[config.mk]
export PLATFORM = sky130hd
export DESIGN_NAME = load_store_unit
export DESIGN_NICKNAME = d
export VERILOG_FILES = /design/src/rtl/global_pkg.sv /design/src/rtl/load_align.sv /design/src/rtl/load_store_unit.sv
export SDC_FILE = /design/constraint.sdc
export NUM_CORES = 1
export LEC_CHECK = 0
export ABC_AREA = 1
export CORE_MARGIN = 3
export CORE_UTILIZATION = 30
export CTS_BUF_LIST = sky130_fd_sc_hd__clkbuf_2
export DETAILED_ROUTE_END_ITERATION = 10
export GPL_TIMING_DRIVEN = 0
export PLACE_DENSITY = 0.6
export SYNTH_ARGS = -nofsm -noshare
export SYNTH_HDL_FRONTEND = slang
export SYNTH_SLANG_ARGS = --single-unit
[constraint.sdc]
create_clock -name clk -period 5.3 [get_ports clk]
set_clock_uncertainty 0.05 [all_clocks]
set_input_delay 1.59 -clock clk [delete_from_list [all_inputs] [get_ports clk]]
set_output_delay 1.59 -clock clk [all_outputs]
set_load 0.01 [all_outputs]
[src/rtl/global_pkg.sv]
// Shared types for the execution stages: memory op encoding, LSU states,
// funct3 size codes and the lane/alignment helpers used by the load/store unit.
package global_pkg;

    typedef enum logic [1:0] {
        MEM_NONE   = 2'd0,
        LOAD_DATA  = 2'd1,
        STORE_DATA = 2'd2
    } memory_operation_t;

    typedef enum logic [1:0] {
        IDLE = 2'd0,
        BUS  = 2'd1,
        DONE = 2'd2
    } lsu_state_t;

    localparam logic [2:0] F3_B  = 3'b000;
    localparam logic [2:0] F3_H  = 3'b001;
    localparam logic [2:0] F3_W  = 3'b010;
    localparam logic [2:0] F3_BU = 3'b100;
    localparam logic [2:0] F3_HU = 3'b101;

    // Reserved size codes fall into the default arm and behave like words.
    function automatic logic [3:0] lane_sel(input logic [2:0] f3, input logic [1:0] a);
        case (f3)
            F3_B, F3_BU: lane_sel = 4'b0001 << a;
            F3_H, F3_HU: lane_sel = a[1] ? 4'b1100 : 4'b0011;
            default:     lane_sel = 4'b1111;
        endcase
    endfunction

    function automatic logic is_misaligned(input logic [2:0] f3, input logic [1:0] a);
        case (f3)
            F3_B, F3_BU: is_misaligned = 1'b0;
            F3_H, F3_HU: is_misaligned = a[0];
            default:     is_misaligned = (a != 2'b00);
        endcase
    endfunction

endpackage

[src/rtl/load_align.sv]
// Combinational load formatter: moves the addressed byte/halfword down to
// bit 0 and sign- or zero-extends it for the register file.
module load_align
    import global_pkg::*;
(
    input  logic [31:0] wb_dat_i,
    input  logic [1:0]  ea_lo_i,
    input  logic [2:0]  funct3_i,
    output logic [31:0] data_o
);

    logic [31:0] shifted;

    always_comb begin
        shifted = wb_dat_i >> {ea_lo_i, 3'b000};
        case (funct3_i)
            F3_B:    data_o = {{24{shifted[7]}}, shifted[7:0]};
            F3_BU:   data_o = {24'b0, shifted[7:0]};
            F3_H:    data_o = {{16{shifted[15]}}, shifted[15:0]};
            F3_HU:   data_o = {16'b0, shifted[15:0]};
            default: data_o = shifted;
        endcase
    end

endmodule

[src/rtl/load_store_unit.sv]
// Load/store execution stage: one Wishbone classic access per cyc/ack
// request, with misalignment, bus-error and timeout reporting.
module load_store_unit
    import global_pkg::*;
#(
    parameter int unsigned TIMEOUT_CYCLES = 255,
    parameter int unsigned ADDR_W         = 32
) (
    input  logic              clk,
    input  logic              rst_n,
    input  logic              cyc,
    output logic              ack,
    input  memory_operation_t memory_operation,
    input  logic [2:0]        funct3,
    input  logic [31:0]       base_addr,
    input  logic [31:0]       offset,
    input  logic [31:0]       store_data,
    output logic [31:0]       load_data,
    output logic              misaligned,
    output logic              bus_error,
    output logic [ADDR_W-1:0] wb_adr_o,
    output logic [31:0]       wb_dat_o,
    input  logic [31:0]       wb_dat_i,
    output logic [3:0]        wb_sel_o,
    output logic              wb_we_o,
    output logic              wb_cyc_o,
    output logic              wb_stb_o,
    input  logic              wb_ack_i,
    input  logic              wb_err_i
);

    localparam logic [31:0] TMO_LAST = 32'(TIMEOUT_CYCLES - 1);

    lsu_state_t        state_q, state_d;
    logic [1:0]        ea_lo_q, ea_lo_d;
    logic [2:0]        f3_q, f3_d;
    logic              store_q, store_d;
    logic [31:0]       cnt_q, cnt_d;
    logic [31:0]       load_data_q, load_data_d;
    logic              misaligned_q, misaligned_d;
    logic              bus_error_q, bus_error_d;
    logic [ADDR_W-1:0] wb_adr_q, wb_adr_d;
    logic [31:0]       wb_dat_q, wb_dat_d;
    logic [3:0]        wb_sel_q, wb_sel_d;
    logic              wb_we_q, wb_we_d;
    logic              wb_cyc_q, wb_cyc_d;

    logic [31:0] ea;
    logic [31:0] aligned_data;
    logic        timeout_hit;

    assign ea          = base_addr + offset;
    assign timeout_hit = (TIMEOUT_CYCLES != 0) && (cnt_q == TMO_LAST);

    load_align u_load_align (
        .wb_dat_i (wb_dat_i),
        .ea_lo_i  (ea_lo_q),
        .funct3_i (f3_q),
        .data_o   (aligned_data)
    );

    always_ff @(posedge clk or negedge rst_n) begin
        if (!rst_n) begin
            state_q      <= IDLE;
            ea_lo_q      <= 2'b00;
            f3_q         <= 3'b000;
            store_q      <= 1'b0;
            cnt_q        <= 32'd0;
            load_data_q  <= 32'd0;
            misaligned_q <= 1'b0;
            bus_error_q  <= 1'b0;
            wb_adr_q     <= '0;
            wb_dat_q     <= 32'd0;
            wb_sel_q     <= 4'b0000;
            wb_we_q      <= 1'b0;
            wb_cyc_q     <= 1'b0;
        end else begin
            state_q      <= state_d;
            ea_lo_q      <= ea_lo_d;
            f3_q         <= f3_d;
            store_q      <= store_d;
            cnt_q        <= cnt_d;
            load_data_q  <= load_data_d;
            misaligned_q <= misaligned_d;
            bus_error_q  <= bus_error_d;
            wb_adr_q     <= wb_adr_d;
            wb_dat_q     <= wb_dat_d;
            wb_sel_q     <= wb_sel_d;
            wb_we_q      <= wb_we_d;
            wb_cyc_q     <= wb_cyc_d;
        end
    end

    // BUS ignores cyc so an abandoned request still completes its Wishbone cycle.
    always_comb begin
        state_d      = state_q;
        ea_lo_d      = ea_lo_q;
        f3_d         = f3_q;
        store_d      = store_q;
        cnt_d        = cnt_q;
        load_data_d  = load_data_q;
        misaligned_d = misaligned_q;
        bus_error_d  = bus_error_q;
        wb_adr_d     = wb_adr_q;
        wb_dat_d     = wb_dat_q;
        wb_sel_d     = wb_sel_q;
        wb_we_d      = wb_we_q;
        wb_cyc_d     = wb_cyc_q;
        case (state_q)
            IDLE: begin
                if (cyc && memory_operation != MEM_NONE) begin
                    ea_lo_d     = ea[1:0];
                    f3_d        = funct3;
                    store_d     = (memory_operation == STORE_DATA);
                    wb_adr_d    = {ea[ADDR_W-1:2], 2'b00};
                    wb_sel_d    = lane_sel(funct3, ea[1:0]);
                    wb_dat_d    = store_data << {ea[1:0], 3'b000};
                    load_data_d = 32'd0;
                    bus_error_d = 1'b0;
                    cnt_d       = 32'd0;
                    if (is_misaligned(funct3, ea[1:0])) begin
                        misaligned_d = 1'b1;
                        state_d      = DONE;
                    end else begin
                        wb_cyc_d = 1'b1;
                        wb_we_d  = (memory_operation == STORE_DATA);
                        state_d  = BUS;
                    end
                end
            end
            BUS: begin
                cnt_d = cnt_q + 32'd1;
                if (wb_err_i || timeout_hit) begin
                    wb_cyc_d    = 1'b0;
                    wb_we_d     = 1'b0;
                    bus_error_d = 1'b1;
                    load_data_d = 32'd0;
                    state_d     = DONE;
                end else if (wb_ack_i) begin
                    wb_cyc_d = 1'b0;
                    wb_we_d  = 1'b0;
                    if (!store_q) begin
                        load_data_d = aligned_data;
                    end
                    state_d = DONE;
                end
            end
            DONE: begin
                if (!cyc) begin
                    misaligned_d = 1'b0;
                    bus_error_d  = 1'b0;
                    state_d      = IDLE;
                end
            end
            default: state_d = IDLE;
        endcase
    end

    assign ack        = (state_q == DONE);
    assign load_data  = load_data_q;
    assign misaligned = misaligned_q;
    assign bus_error  = bus_error_q;
    assign wb_adr_o   = wb_adr_q;
    assign wb_dat_o   = wb_dat_q;
    assign wb_sel_o   = wb_sel_q;
    assign wb_we_o    = wb_we_q;
    assign wb_cyc_o   = wb_cyc_q;
    assign wb_stb_o   = wb_cyc_q;

endmodule

**Word-level counts from Yosys, hierarchy flattened**

Cells that the tools add are included.
W data, S select, Z words.

- Reduce and logical (&&, ||, !) cells: 19
- Multiplexer cells: 33
- Div/mod/pow operators: 0
- Eq/ne operators: 17
- Shifts and indexed selects: 3
- Multipliers: 0
- Order comparisons: 0
- Add/sub/neg operators: 2
- Bitwise gates (word level): 0

Operator list:

| kind | count |
|---|---|
| $mux W32 | 4 |
| $pmux W32 S2 | 2 |
| $pmux W32 S4 | 1 |
| $add A32 B1 Y32 const B | 1 |
| $add A32 B32 Y32 | 1 |
| $eq A32 B8 Y1 const B | 1 |
| $shl A32 B5 Y32 | 1 |
| $shr A32 B5 Y32 | 1 |
| $reduce_and A4 Y1 | 4 |
| $mux W1 | 13 |
| $eq A3 B3 Y1 const B | 4 |
| $mux W2 | 5 |
| $ne A2 B2 Y1 const B | 5 |
| $pmux W1 S2 | 4 |
| $pmux W4 S2 | 1 |
| $reduce_bool A2 Y1 | 4 |
| $eq A3 B1 Y1 const B | 2 |
| $logic_not A3 Y1 | 2 |
| $ne A3 B3 Y1 const B | 2 |
| $pmux W2 S3 | 1 |
| $eq A2 B2 Y1 const B | 2 |
| $mux W4 | 1 |
| $reduce_and A2 Y1 | 2 |
| $reduce_or A2 Y1 | 2 |
| 8 further kinds | 8 |

- Input bits: 138
- Latch bits: 0
- Memories: 0
- Register bits after elaboration: 142
- Output and inout bits: 106
- Bits in read-only memories: 0
- Bits in writable memories: 0

**Logic depth before layout (Yosys ltp)**

Gate-level depths: netlist (run 1).

- Depth after elaboration: 8
- Depth in mapped cells: 15
- Gate-level depth less buffers: 13

**Modules after synthesis**

A second synthesis (run 1) with hierarchy kept.

- Cell total of the unflattened synthesis: 1504
- Area total of the unflattened synthesis: 9980.8 um2

Modules (own cells, without submodules):

| module | sequential area each (um2) | times used | area each (um2) | cells an instance |
|---|---|---|---|---|
| load_store_unit | 3553.4 | 1 | 9170.0 | 1339 |
| load_align | 0.0 | 1 | 810.8 | 165 |

**Least setup slack after synthesis (run 1)**

Ideal clock, no wire load.

- Path type: input to register
- Start point: in offset[0]
- End point: reg wb_dat_q[28] (netlist: wb_dat_o[28])
- Stages: 9
- Setup time: 0.066 ns
- Path slack: 2.043 ns
- Arrival: 3.142 ns
- Path through: ha_1 fa_1 buf_2 nor2_1 clkbuf_1 a22oi_1 o21ai_0 nand2_1 nand2_1

- Cells in the longest elaborated chain, start to end: 2

RTL lines:

| what | RTL line | text |
|---|---|---|
| start, declared | load_store_unit.sv:16 | `input logic [31:0] offset,` |
| $add A32 B32 Y32 | load_store_unit.sv:52 | `assign ea = base_addr + offset;` |
| named net ea[1] | load_store_unit.sv:48 | `logic [31:0] ea;` |
| $shl A32 B5 Y32 | load_store_unit.sv:117 | `wb_dat_d = store_data << {ea[1:0], 3'b000};` |
| end signal, assigned | load_store_unit.sv:87 | `wb_dat_q <= wb_dat_d;` |
| end, declared | load_store_unit.sv:43 | `logic [31:0] wb_dat_q, wb_dat_d;` |

The timed path passes the listed nets, and every way through them passes these cells.
A chain may end at the register's enable or synchronous reset.

**Worst setup path after layout (run 1)**

- Start point: reg state_q[1]
- End point: out ack

- Cells in the longest elaborated chain, start to end: 1

RTL lines:

| what | RTL line | text |
|---|---|---|
| start, declared | load_store_unit.sv:34 | `lsu_state_t state_q, state_d;` |
| start signal, assigned | load_store_unit.sv:78 | `state_q <= state_d;` |
| $eq A2 B2 Y1 | load_store_unit.sv:159 | `assign ack = (state_q == DONE);` |
| end, declared | load_store_unit.sv:12 | `output logic ack,` |

No other way between the ends.

==> results of run 1 <==
area by class of cell:
class / instances / area share (%)
buffer: 49 / 1.943
clock buffer: 18 / 0.6926
sequential: 142 / 27.32
multi-input combinational: 1138 / 41.17
antenna: 1 / 0.01924
clock inverter: 14 / 0.9715
inverter: 171 / 4.935
timing repair buffer: 242 / 18.77
tap: 435 / 4.184
per-stage QoR:
| stage | worst slack [ns] | hold slack (ns) |
|---|---|---|
| after detailed placement | 1.110 | 0.4102 |
| final | 1.492 | 0.4536 |
| after CTS | 1.441 | 0.4589 |
| after global routing | 1.347 | 0.4857 |
| after global placement | -3.452 | 0.4071 |
| after floorplan | 2.043 | 0.4118 |
worst paths after layout:
path / from / cells past startpoint / end / slack [ns]
min: load_data[21]$_DFFE_PN0P_ / 2 / load_data[21]$_DFFE_PN0P_ / 0.45
min reg2reg: load_data[21]$_DFFE_PN0P_ / 2 / load_data[21]$_DFFE_PN0P_ / 0.45
max: state_q[1]$_DFFE_PN0P_ / 3 / ack / 1.49
min in group asynchronous: rst_n / 1 / wb_dat_o[23]$_DFFE_PN0P_ / 0.70
max in group asynchronous: rst_n / 2 / wb_adr_o[31]$_DFFE_PN0P_ / 3.62
max reg2reg: cnt_q[0]$_DFFE_PN0P_ / 14 / load_data[12]$_DFFE_PN0P_ / 3.07
where the power goes:
part	internal (mW)	switching [mW]
Combinational	1.12	1.53
Sequential	1.41	0.231
Clock	0.141	0.473
cells in the final DEF (no fill, tap or decap), drive strengths merged, types with 4 or more instances in the layout:
cell	instances
buf	21
nand3b	4
o22ai	5
a21oi	52
mux2i	8
clkinv	8
nor3	17
xnor2	16
a221oi	4
a22oi	7
nand3	108
dfrtp	142
nor2	144
nand2	592
xor2	6
o21ai	90
nand4	18
clkinvlp	4
ha	33
clkdlybuf4s50	240
inv	173
o31ai	9
clkbuf	48
kinds of logic after synthesis:
| kind of cell | Yosys count | share of synthesized area, % |
|---|---|---|
| compound gates | 186 | 10.64 |
| xor+xnor | 22 | 1.966 |
| fa+ha+maj | 34 | 4.418 |
| buf+inv | 220 | 9.129 |
| flops | 142 | 36.26 |
| mux | 8 | 0.8172 |
| other cells | 1 | 0.03827 |
| simple gates | 886 | 36.73 |
metal layers:
layer / GRT usage (%) / part of all wire, % / up-vias
met5: 0 / 0 / -
met4: 5.379 / 2.0 / 0
met3: 3.457 / 5.3 / 47
met2: 33.30 / 48 / 373
met1: 24.78 / 45 / 4859
li1: - / - / 5302
critical path: cells and delay by family, from the launching register on:
family	cells	cell delay (ns)
simple gates	1	0.19
flops	1	0.50
buf+inv	2	0.76
state kept, by name, summed over array words and instances (netlist names):
signal,count
wb_dat_o,32
ea_lo_q,2
state_q,2
f3_q,3
store_q,1
wb_cyc_o,1
wb_adr_o,30
misaligned,1
load_data,32
wb_sel_o,4
bus_error,1
wb_we_o,1
cnt_q,32
==> impl_metrics.csv, run 1 <==
group,metric,value,unit
clocking,cts_tree,"yes",
timing,drv_slew,0,
finish,drive_gt1_share,4.171,%
placed_design,gp_congestion,0.9342,
finish,final_area,13010,sq um
timing,timing_hold_violations_final,0,
synth,ys_top_cells_by_count,"nand2_1 (587), inv_1 (158), dfrtp_1 (142), nor2_1 (139), nand3_1 (105)",
setup_path,cp-start-kind,"flip-flop",
global_routing,antenna_found_initial,1,
clocking,cts_root_buf,"clkbuf_2",
clocking,htreeDepth,4,
synth,netlist.area_leader.share,36.26,%
synth,synth_flop_cell,"dfrtp_1",
detailed_routing,first_iter_violations,695,
finish,final_nets,1933,
synth,async_flop_share,100.0,%
setup_path,arrival,2.17,ns
die,dieHeight,186.7,um
clocking,clkTransAtPathRegs,0.22,ns
finish,area_growth,32.74,%
die,dieWidth,186.7,um
timing,setup_tns,0,ns
clocking,post_cts_resized,0,
timing,worst_pin_slew,0.8522,ns
detailed_routing,drcViolationCount,0,
synth,synth.cell_area,9799,sq um
flow_run,max_cap_viol_count,0,
finish,finalNonFillerCells,2210,
timing,fmax,0.2626,GHz
setup_path,cp.required,3.66,ns
setup_path,critPathKind,"flip-flop to output port",
die,dieArea,34870,sq um
timing,grt_setup_unrepaired,"no",
clocking,clock-sinks,142,
power_and_ir_drop,leakagePower,6.258,nW
synth,synth.most_common_cell,"nand2_1",
timing,max-slew-margin-rel,42.66,%
placed_design,place_inst,2177,
power_and_ir_drop,powerDensity,377.8,nW/um^2
timing,post-route-period-util,71.85,%
setup_path,endpoint_kind,"output port",
global_routing,grt_start_max_net_pins,93,
setup_path,path_max_fanout,5,
power_and_ir_drop,peakVddDrop,147.1,uV
die,core,31880,sq um
finish,seq_area,3553,sq um
detailed_routing,routed-via-count,10580,
placed_design,dp_hpwl,27.78,mm
global_routing,overflow,0,
clocking,post_cts_buffers,0,
detailed_routing,first_pass_iters,8,
detailed_routing,via_per_inst,4.788,
finish,multi_input_comb_area,5355,sq um
timing,finalSetupViolCount,0,
global_routing,grt_first_pass_wirelength,54.52,mm
detailed_routing,final_antenna_net_count,0,
clocking,cts_hold_buf,0,
synth,synth-edff-count,0,
clocking,clock_path_buffers,2,
synth,yosysWarnings,0,
synth,synth_cell_types,42,
timing,fin_crit,3.808,ns
power_and_ir_drop,total_power,4.914,mW
finish,final_core_util,40.80,%
finish,final.fill_count,3415,
clocking,clock_latency,0.74,ns
outcome,status,"complete, no violations",
synth,synth_top_area_cell,"dfrtp_1",
setup_path,crit_chain,"inv_1 -> nor2_1 -> clkdlybuf4s50_1",
die,row_count,65,
synth,ys_top_cells_by_area,"dfrtp_1 (36%), nand2_1 (22%), inv_1 (6.1%)",
placed_design,io_buffers,241,
setup_path,worst_path_max_delay_cell,"clkdlybuf4s50_1",
die,io_pins,244,
synth,synthCells,1499,
min_path,hold_path.class,"flip-flop to flip-flop",
synth,yosysSeqAreaShare,36.26,%
detailed_routing,wl,34.39,mm
clocking,cts_buffers,17,
placed_design,place_area,12790,sq um
detailed_routing,wl_per_cell,15.56,um
die,start_util,30.74,%
global_routing,grt_pass1_vias,10340,
global_routing,gr-usage-all-layers,19.28,%
setup_path,critPathMaxStageDelay,0.62,ns
synth,synth_seq_cells,142,
synth,avgSynthCellArea,6.537,sq um
(Power assumes the default switching activity.)
==> inputs of run 2 (changes only) <==
==> constraint.sdc (replaced) <==
create_clock -name clk -period 3.7 [get_ports clk]
set_clock_uncertainty 0.05 [all_clocks]
set_input_delay 1.11 -clock clk [delete_from_list [all_inputs] [get_ports clk]]
set_output_delay 1.11 -clock clk [all_outputs]
set_load 0.01 [all_outputs]
==> results of run 2 <==
The final DEF is identical to that of run 1. Status: complete, no violations.
Main changes from that run: setup slack after placement 1.110 ns -> -0.009841 ns; clock-pin slew on the worst setup and hold paths 0.22 ns -> 0.28 ns; setup slack after layout 1.492 ns -> 0.3721 ns; hold slack 0.4536 ns -> 0.2181 ns; register-to-register setup slack 3.07 ns -> 1.47 ns; total power 4.914 mW -> 7.039 mW; worst IR drop on VDD 147.1 uV -> 210.7 uV
